File: config.mk
export PLATFORM = sky130hd
export DESIGN_NAME = v1_queue_ctrl
export DESIGN_NICKNAME = d
export VERILOG_FILES = /design/src/rtl/v1_queue_ctrl.sv
export SDC_FILE = /design/constraint.sdc
export NUM_CORES = 1
export LEC_CHECK = 0
export CELL_PAD_IN_SITES_DETAIL_PLACEMENT = 1
export CELL_PAD_IN_SITES_GLOBAL_PLACEMENT = 1
export CORE_AREA = 10 10 459 461
export CTS_BUF_LIST = sky130_fd_sc_hd__clkbuf_4
export DETAILED_ROUTE_END_ITERATION = 8
export DIE_AREA = 0 0 469 471
export HOLD_SLACK_MARGIN = 0.02
export PLACE_DENSITY = 0.36
export SLEW_MARGIN = 20
export SYNTH_ARGS = -nofsm -noshare
export SYNTH_HDL_FRONTEND = slang
export SYNTH_SLANG_ARGS = --single-unit
File: constraint.sdc
create_clock -name clk -period 7.34 [get_ports clk]
set_clock_uncertainty 0.1 [all_clocks]
set_input_delay 0.734 -clock clk [delete_from_list [all_inputs] [get_ports clk]]
set_output_delay 0.734 -clock clk [all_outputs]
set_load 0.005 [all_outputs]
File: src/rtl/v1_queue_ctrl.sv
// v1_queue_ctrl: control unit for the v1 shift-register FIFO.
//
// Owns the enqueue/dequeue val/rdy handshakes and the occupancy count. It
// drives the per-slot write strobes and shift enables of an external
// p_depth-slot register collection and presents the head entry (slot
// p_depth-1) on the dequeue port. With occupancy n, entries sit in slots
// p_depth-n .. p_depth-1. On a shift, slot i loads slot i-1.
//
// Optional feature: define V1_QUEUE_CTRL_BYPASS_EN to offer an entry to the
// consumer in the same cycle it arrives at an empty queue. Without the
// macro, empty-queue latency is one cycle and deq_val never looks at enq_val.
//
// Handshake: a transfer happens on a port in a cycle where both its val and
// its rdy are high at the rising clock edge. enq_rdy does not depend on
// enq_val, and deq_val (bypass disabled) does not depend on deq_rdy. While
// rst is high, enq_rdy and deq_val are both low, so nothing transfers.

module v1_queue_ctrl #(
  parameter int p_depth    = 32,
  parameter int p_idwidth  = $clog2(p_depth),
  parameter int p_cntwidth = $clog2(p_depth + 1),
  parameter int p_bitwidth = 32
) (
  input  logic                  clk,
  input  logic                  rst,
  input  logic                  enq_val,
  output logic                  enq_rdy,
  input  logic [p_bitwidth-1:0] enq_msg,
  output logic                  deq_val,
  input  logic                  deq_rdy,
  output logic [p_bitwidth-1:0] deq_msg,
  output logic [p_depth-1:0]    wr_data,
  output logic [p_bitwidth-1:0] wr_data_in,
  output logic [p_depth-1:0]    shift_en,
  input  logic [p_bitwidth-1:0] data_in [p_depth],
  output logic [p_cntwidth-1:0] count
);

  logic                 empty;
  logic                 full;
  logic                 enq_fire;
  logic                 deq_fire;
  logic                 enq_only;
  logic                 enq_deq;
  logic [p_idwidth-1:0] wr_idx;
  logic                 data_in_unused;

  // Occupancy flags straight from the count register.
  always_comb begin
    empty = (count == '0);
    full  = (count == p_cntwidth'(p_depth));
  end

  // Ready/valid and head presentation; both sides are held off during reset.
  always_comb begin
    enq_rdy = !rst && !full;
`ifdef V1_QUEUE_CTRL_BYPASS_EN
    // An empty queue forwards the incoming entry straight to the consumer.
    deq_val = !rst && (!empty || enq_val);
    deq_msg = empty ? enq_msg : data_in[p_depth-1];
`else
    deq_val = !rst && !empty;
    deq_msg = data_in[p_depth-1];
`endif
  end

  // Fire decode. enq_deq excludes the empty case so a bypassed entry
  // (only possible with the bypass feature) never writes a slot.
  always_comb begin
    enq_fire = enq_val && enq_rdy;
    deq_fire = deq_val && deq_rdy;
    enq_only = enq_fire && !deq_fire;
    enq_deq  = enq_fire && deq_fire && !empty;
  end

  // Write slot: the free slot just below the tail (p_depth-1-n) on a plain
  // enqueue, or the tail slot itself (p_depth-n) when the tail is shifting up
  // in the same cycle. Count is never p_depth when a write happens.
  always_comb begin
    wr_idx = p_idwidth'(p_depth - 1) - count[p_idwidth-1:0]
             + p_idwidth'(enq_deq);
  end

  // Per-slot strobes. A dequeue shifts every occupied slot except the tail up
  // by one; the write target is never one of the shifted slots.
  always_comb begin
    wr_data  = '0;
    shift_en = '0;
    if (enq_only || enq_deq) begin
      wr_data[wr_idx] = 1'b1;
    end
    if (deq_fire) begin
      for (int i = 1; i < p_depth; i++) begin
        if (i >= p_depth - int'(count) + 1) begin
          shift_en[i] = 1'b1;
        end
      end
    end
  end

  // Storage write data is the producer's entry, unconditionally.
  always_comb begin
    wr_data_in = enq_msg;
  end

  // Only the head slot is read; the remaining slot contents are not needed.
  always_comb begin
    data_in_unused = 1'b0;
    for (int i = 0; i < p_depth - 1; i++) begin
      data_in_unused = data_in_unused ^ (^data_in[i]);
    end
  end

  // Occupancy count: +1 on enqueue only, -1 on dequeue only, hold otherwise.
  always_ff @(posedge clk) begin
    if (rst) begin
      count <= '0;
    end else if (enq_fire && !deq_fire) begin
      count <= count + p_cntwidth'(1);
    end else if (deq_fire && !enq_fire) begin
      count <= count - p_cntwidth'(1);
    end
  end

endmodule

## Yosys cells after proc, flatten, opt, wreduce, memory -nomap -nowiden

Cells that the tools add are included.

- Reductions and logical operators: 17
- Equal/unequal tests: 1
- Mux-type cells: 37
- Order comparisons: 33
- $add $sub $neg: 6

Operators with widths:

| operator | number |
|---|---|
| $ge A6 B8 Y1 const A | 16 |
| $ge A5 B8 Y1 const A | 8 |
| $ge A4 B8 Y1 const A | 4 |
| $mux W1 | 32 |
| $mux W32 | 1 |
| $mux W31 | 1 |
| $ge A3 B8 Y1 const A | 2 |
| $mux W6 | 2 |
| $logic_and A1 B1 Y1 | 9 |
| $add A7 B2 Y8 const B | 1 |
| $ge A2 B8 Y1 const A | 1 |
| $sub A6 B6 Y7 const A | 1 |
| $add A6 B1 Y6 const B | 1 |
| $eq A6 B6 Y1 const B | 1 |
| $logic_not A6 Y1 | 1 |
| $lt A5 B6 Y1 const B | 1 |
| $sub A6 B1 Y6 const B | 1 |
| $add A5 B1 Y5 | 1 |
| $demux W1 S5 | 1 |
| $ge A5 B1 Y1 const B | 1 |
| $logic_not A1 Y1 | 5 |
| $sub A5 B5 Y5 const A | 1 |
| $reduce_bool A2 Y1 | 1 |
| $logic_or A1 B1 Y1 | 1 |

- Input bits: 1060
- Output and inout port bits: 136
- Word-level logic and storage cells: 95
- Register bits after elaboration: 6

## Logic depth before layout (Yosys ltp)

- Depth in word-level cells: 12
- Depth in mapped cells: 17
- Gate-level depth less buffers: 16

## Worst setup path before layout

Ideal clock, no wire load.

- Kind: register to output
- From: register count[0]
- To: output port wr_data[0]
- Arrival time: 3.245 ns
- Buffers on the path: 1
- Stages on the path, launching flop included: 18
- Setup slack: 3.261 ns
- Cell sequence: dfxtp_1 > buf_2 > inv_1 > ha_1 > nor4b_1 > a21oi_1 > nand2_1 > inv_1 > ha_1 > a21boi_1 > ha_1 > ha_1 > xor2_1 > nand2_1 > a21oi_1 > a31oi_1 > a2bb2oi_1 > nor2_1

- Longest elaborated chain between the ends: 12

Ends and longest elaborated chain:

| element | line | text |
|---|---|---|
| start, declared | 36 | `output logic [p_cntwidth-1:0] count` |
| start signal, assigned | 119 | `count <= count + p_cntwidth'(1);` |
| start signal, assigned | 121 | `count <= count - p_cntwidth'(1);` |
| $logic_not A6 Y1 (*) | 50 | `empty = (count == '0);` |
| $logic_not A1 Y1 (*) | 62 | `deq_val = !rst && !empty;` |
| $logic_and A1 B1 Y1 (*) | 62 |  |
| via deq_val | 29 | `output logic deq_val,` |
| $logic_and A1 B1 Y1 (*) | 71 | `deq_fire = deq_val && deq_rdy;` |
| $logic_and A1 B1 Y1 (2 in series) | 73 | `enq_deq = enq_fire && deq_fire && !empty;` |
| $add A5 B1 Y5 | 81 | `+ p_idwidth'(enq_deq);` |
| $lt A5 B6 Y1 (implied by the code) / $ge A5 B1 Y1 (equally long branches) | 90 | `wr_data[wr_idx] = 1'b1;` |
| $logic_and A1 B1 Y1 (implied by the code) | 90 |  |
| $mux W1 (implied by the code) | 90 |  |
| $demux W1 S5 | 90 |  |
| $mux W32 (*) | 89 | `if (enq_only \|\| enq_deq) begin` |
| end, declared | 32 | `output logic [p_depth-1:0] wr_data,` |

Mark *: on every way through the listed nets, which the timed path passes. The rest lies on a longest branch.

## Final worst setup path

- From: register count[0]
- To: output port wr_data[2]

- Longest elaborated chain between the ends: 12

Ends and longest elaborated chain:

| element | line |
|---|---|
| $eq A6 B6 Y1 / $logic_not A6 Y1 (equally long branches) | 51, 50 |
| $logic_not A1 Y1 (on tied branches) | 56, 62, 73 |
| $logic_and A1 B1 Y1 (on tied branches) | 56, 62 |
| $logic_and A1 B1 Y1 (on tied branches) | 70, 71 |
| $logic_and A1 B1 Y1 (2 in series) | 73 |
| $add A5 B1 Y5 | 81 |
| $lt A5 B6 Y1 (implied by the code) / $ge A5 B1 Y1 (equally long branches) | 90 |
| $logic_and A1 B1 Y1 (implied by the code) | 90 |
| $mux W1 (implied by the code) | 90 |
| $demux W1 S5 | 90 |
| $mux W32 (*) | 89 |

Mark *: on every way between the ends. The rest lies on a longest branch, timed or not.

==> impl_metrics.csv <==
group,metric,value,unit
floorplan,fp-row-count,165,
logic_synthesis,synth_top_family_by_area,"buffers and inverters",
setup_path,critPathLaunchType,"flip-flop",
final_layout,fillCellCount,24130,
logic_synthesis,yosysWarnings,0,
clock_tree,cts_htree_levels,1,
final_layout,top_register,"count",
timing,rsz0062_at_grt,"false",
floorplan,core,0.201,mm^2
detailed_routing,dr.first_iter.drc_count,91,
timing,setup_tns,0,ns
floorplan,die_area,0.221,mm^2
worst_hold_path,hold_path_class,"reg2reg",
final_layout,antennaDiodeCount,0,
timing,fin_crit_sh,78.4,%
clock_tree,insertion_delay,0.24,ns
run,maxCapViolCount,0,
clock_tree,cts.repair.resized,0,
detailed_routing,wl_per_cell,6.89,um
pwr,pwr_density_cell,294,mW/mm^2
global_route,grt_pass1_wl,26100,um
logic_synthesis,synthArstFlopShare,0,%
final_layout,largestRegisters,"count x6",
final_layout,multi_input_area,0.00150,mm^2
timing,maxSlewViolCount,0,
logic_synthesis,syn_inst,331,
logic_synthesis,synth_top_area_share,22.0,%
final_layout,seq_area,120,um^2
clock_tree,cts.sink_count,6,
setup_path,crit_arrival,4.92,ns
pwr,p_int,651,uW
pwr,pwr-share-comb,91.7,%
placement,hpwl,19200,um
setup_path,endpoint_kind,"primary output",
timing,fin_ws,1.58,ns
timing,period_needed,5.76,ns
setup_path,path_buf_inv,4,
final_layout,synthToLayoutAreaGrowth,159,%
global_route,grt_overflow_total,0,
timing,hold_violations,0,
global_route,antenna_found_initial,0,
placement,gp_congestion,0.618,
clock_tree,ctsHoldBuffers,0,
detailed_routing,drc_errors,0,
logic_synthesis,synth_area,0.00225,mm^2
pwr,worst_ir_drop_vdd,151,uV
pwr,p_clk_share,1.7,%
timing,timing.slew.headroom,42.8,%
setup_path,crit_chain,"inv_1, ha_1, nor4b_1, a21oi_1, nand2_1, buf_4, inv_1, ha_1, a21boi_1, ha_1, ha_1, xor2_1, nand2_1, a21oi_1, a31oi_1, a2bb2oi_1, nor2_1, clkdlybuf4s50_1",
logic_synthesis,synth_commonest_cells,"buf_4, nor2_1, nand2_1, a21oi_1, ha_1",
clock_tree,clkSlewWorstSetupHoldPaths,0.04,ns
global_route,grt_pass1_vias,2358,
logic_synthesis,synthAdderAreaFrac,9.22,%
final_layout,largest_reg_flops,6,
logic_synthesis,synth_most_common_cell,"buf_4",
logic_synthesis,syn_avg_cell_area,6.80,um^2
clock_tree,root_buffer,"clkbuf_4",
logic_synthesis,synth-xor-area-share,6.94,%
status,status,"complete, no violations",
setup_path,path_delay_family,"compound AO/OA/AOI/OAI gates",
setup_path,crit_top_cell,"ha_1",
timing,tightest_slew,0.858,ns
logic_synthesis,synth_top_area_cell,"buf_4",
timing,fmax,0.174,GHz
logic_synthesis,ys.flop_type,"dfxtp_1",
detailed_routing,vias,2155,
logic_synthesis,synth_seq_cells,6,
floorplan,num_io_pins,1196,
logic_synthesis,yosys.area_share.simple,27.9,%
logic_synthesis,syn_nets,1407,
logic_synthesis,synthMuxAreaShare,0.889,%
setup_path,critical_path.slowest_cell,"dfxtp_1",
detailed_routing,viasPerCell,0.717,
global_route,grt_max_degree,17,
global_route,grt_use_total,1.80,%
clock_tree,cts_buffers,3,
detailed_routing,firstDrtPassIters,4,
setup_path,cp.required,6.51,ns
floorplan,initial_utilization,1.12,%
setup_path,crit_type,"reg2out",
pwr,power_frac_seq,6.7,%
timing,finalSetupViolations,0,
detailed_routing,ant_nets,0,
detailed_routing,wl,20700,um
setup_path,slowest_delay,0.50,ns
final_layout,drive_gt1_share,8.38,%
pwr,switching_share,62.0,%
logic_synthesis,synthTopCellsByArea,"buf_4, nor2_1, ha_1, a21oi_1, dfxtp_1",
floorplan,die_w,469,um
placement,preCtsSetupSlack,1.69,ns
clock_tree,cts_tree,"built",
logic_synthesis,synth.distinct_cells,58,
placement,port_buffers,74,
pwr,leakagePower,0.959,nW
clock_tree,clock_path_buffers,2,
floorplan,die_h,471,um
logic_synthesis,synth_edf_count,0,
pwr,switchingPower,1.06,mW
logic_synthesis,synth_compound_area_share,21.3,%
setup_path,critPathMaxFanout,16,
final_layout,final_nets,1412,
clock_tree,cts_setup_buffers,0,
logic_synthesis,ys_seq_area_share,5.33,%
-- worst paths after layout --
kind                  from  slack (ns)         end  cells after the start
setup / recovery  count[0]        1.58  wr_data[2]                     18
hold / removal    count[1]        0.58    count[1]                      2
setup reg to reg  count[0]        3.31    count[5]                     15
hold reg to reg   count[1]        0.58    count[1]                      2
-- layout make-up --
| cell class | count | area share (%) |
|---|---|---|
| sequential | 6 | 2.06 |
| timing repair buffer | 82 | 13.7 |
| clock buffer | 3 | 0.387 |
| inverter | 11 | 0.709 |
| tap | 2672 | 57.4 |
| multi-input combinational | 232 | 25.7 |
-- power groups by stage --
stage | logic (mW) | clock network [mW] | registers [mW]
2_1_floorplan | 0.934 | 0 | 0.0696
3_3_place_gp | 1.67 | 0 | 0.116
3_5_place_dp | 1.68 | 0 | 0.117
4_1_cts | 1.69 | 0.0302 | 0.116
5_1_grt | 1.79 | 0.0310 | 0.123
6_report | 1.57 | 0.0286 | 0.114
-- routing by layer --
metal	track usage [%]	wire, um	vias to the layer above
met4	0.162	91	0
met1	1.48	5990	1028
met3	1.88	4580	6
met5	0	0	-
met2	3.09	10100	65
li1	-	-	1056
-- metrics by stage --
step	instances	power (mW)	cell area (um^2)	hold WS (ns)	utilization, %
global route	3006	1.94	5830	0.629	2.89
floorplan	331	1.00	2250	0.499	-
CTS	3006	1.83	5830	0.595	2.89
finish	3006	1.71	5830	0.576	2.89
detailed placement	3003	1.80	5800	0.589	2.88
global placement	3003	1.79	5800	0.580	2.88
-- kinds of logic (layout without fill, tap and decap cells) --
kind of cell / count (synthesis) / after routing
DFF: 6 / 6
other: 1 / 1
AOI/OAI and AO/OA: 70 / 70
and+or+nand+nor: 126 / 126
muxes: 2 / 2
xor gates and xnor gates: 17 / 17
adders and majority gates: 16 / 16
buffers and inverters: 93 / 96
-- tightest hold or removal path, cell delays in order (launching register included) --
cell     delay [ns]
dfxtp_1        0.40
mux2i_1        0.17
nor2_1         0.05
-- cell usage in the layout, fill, tap and decap left out, types with 3 or more instances in the layout --
cell type,n
a21o_1,4
a21oi_1,25
a31oi_1,6
and2_1,3
buf_4,8
clkbuf_4,3
clkdlybuf4s50_1,74
dfxtp_1,6
ha_1,15
inv_1,10
nand2_1,26
nand2b_1,6
nand3_1,10
nand4_1,3
nor2_1,52
nor2_4,5
nor2b_1,8
o211ai_1,3
o21ai_0,6
o21ai_1,5
xnor2_1,7
xor2_1,9
(Power assumes the default switching activity.)
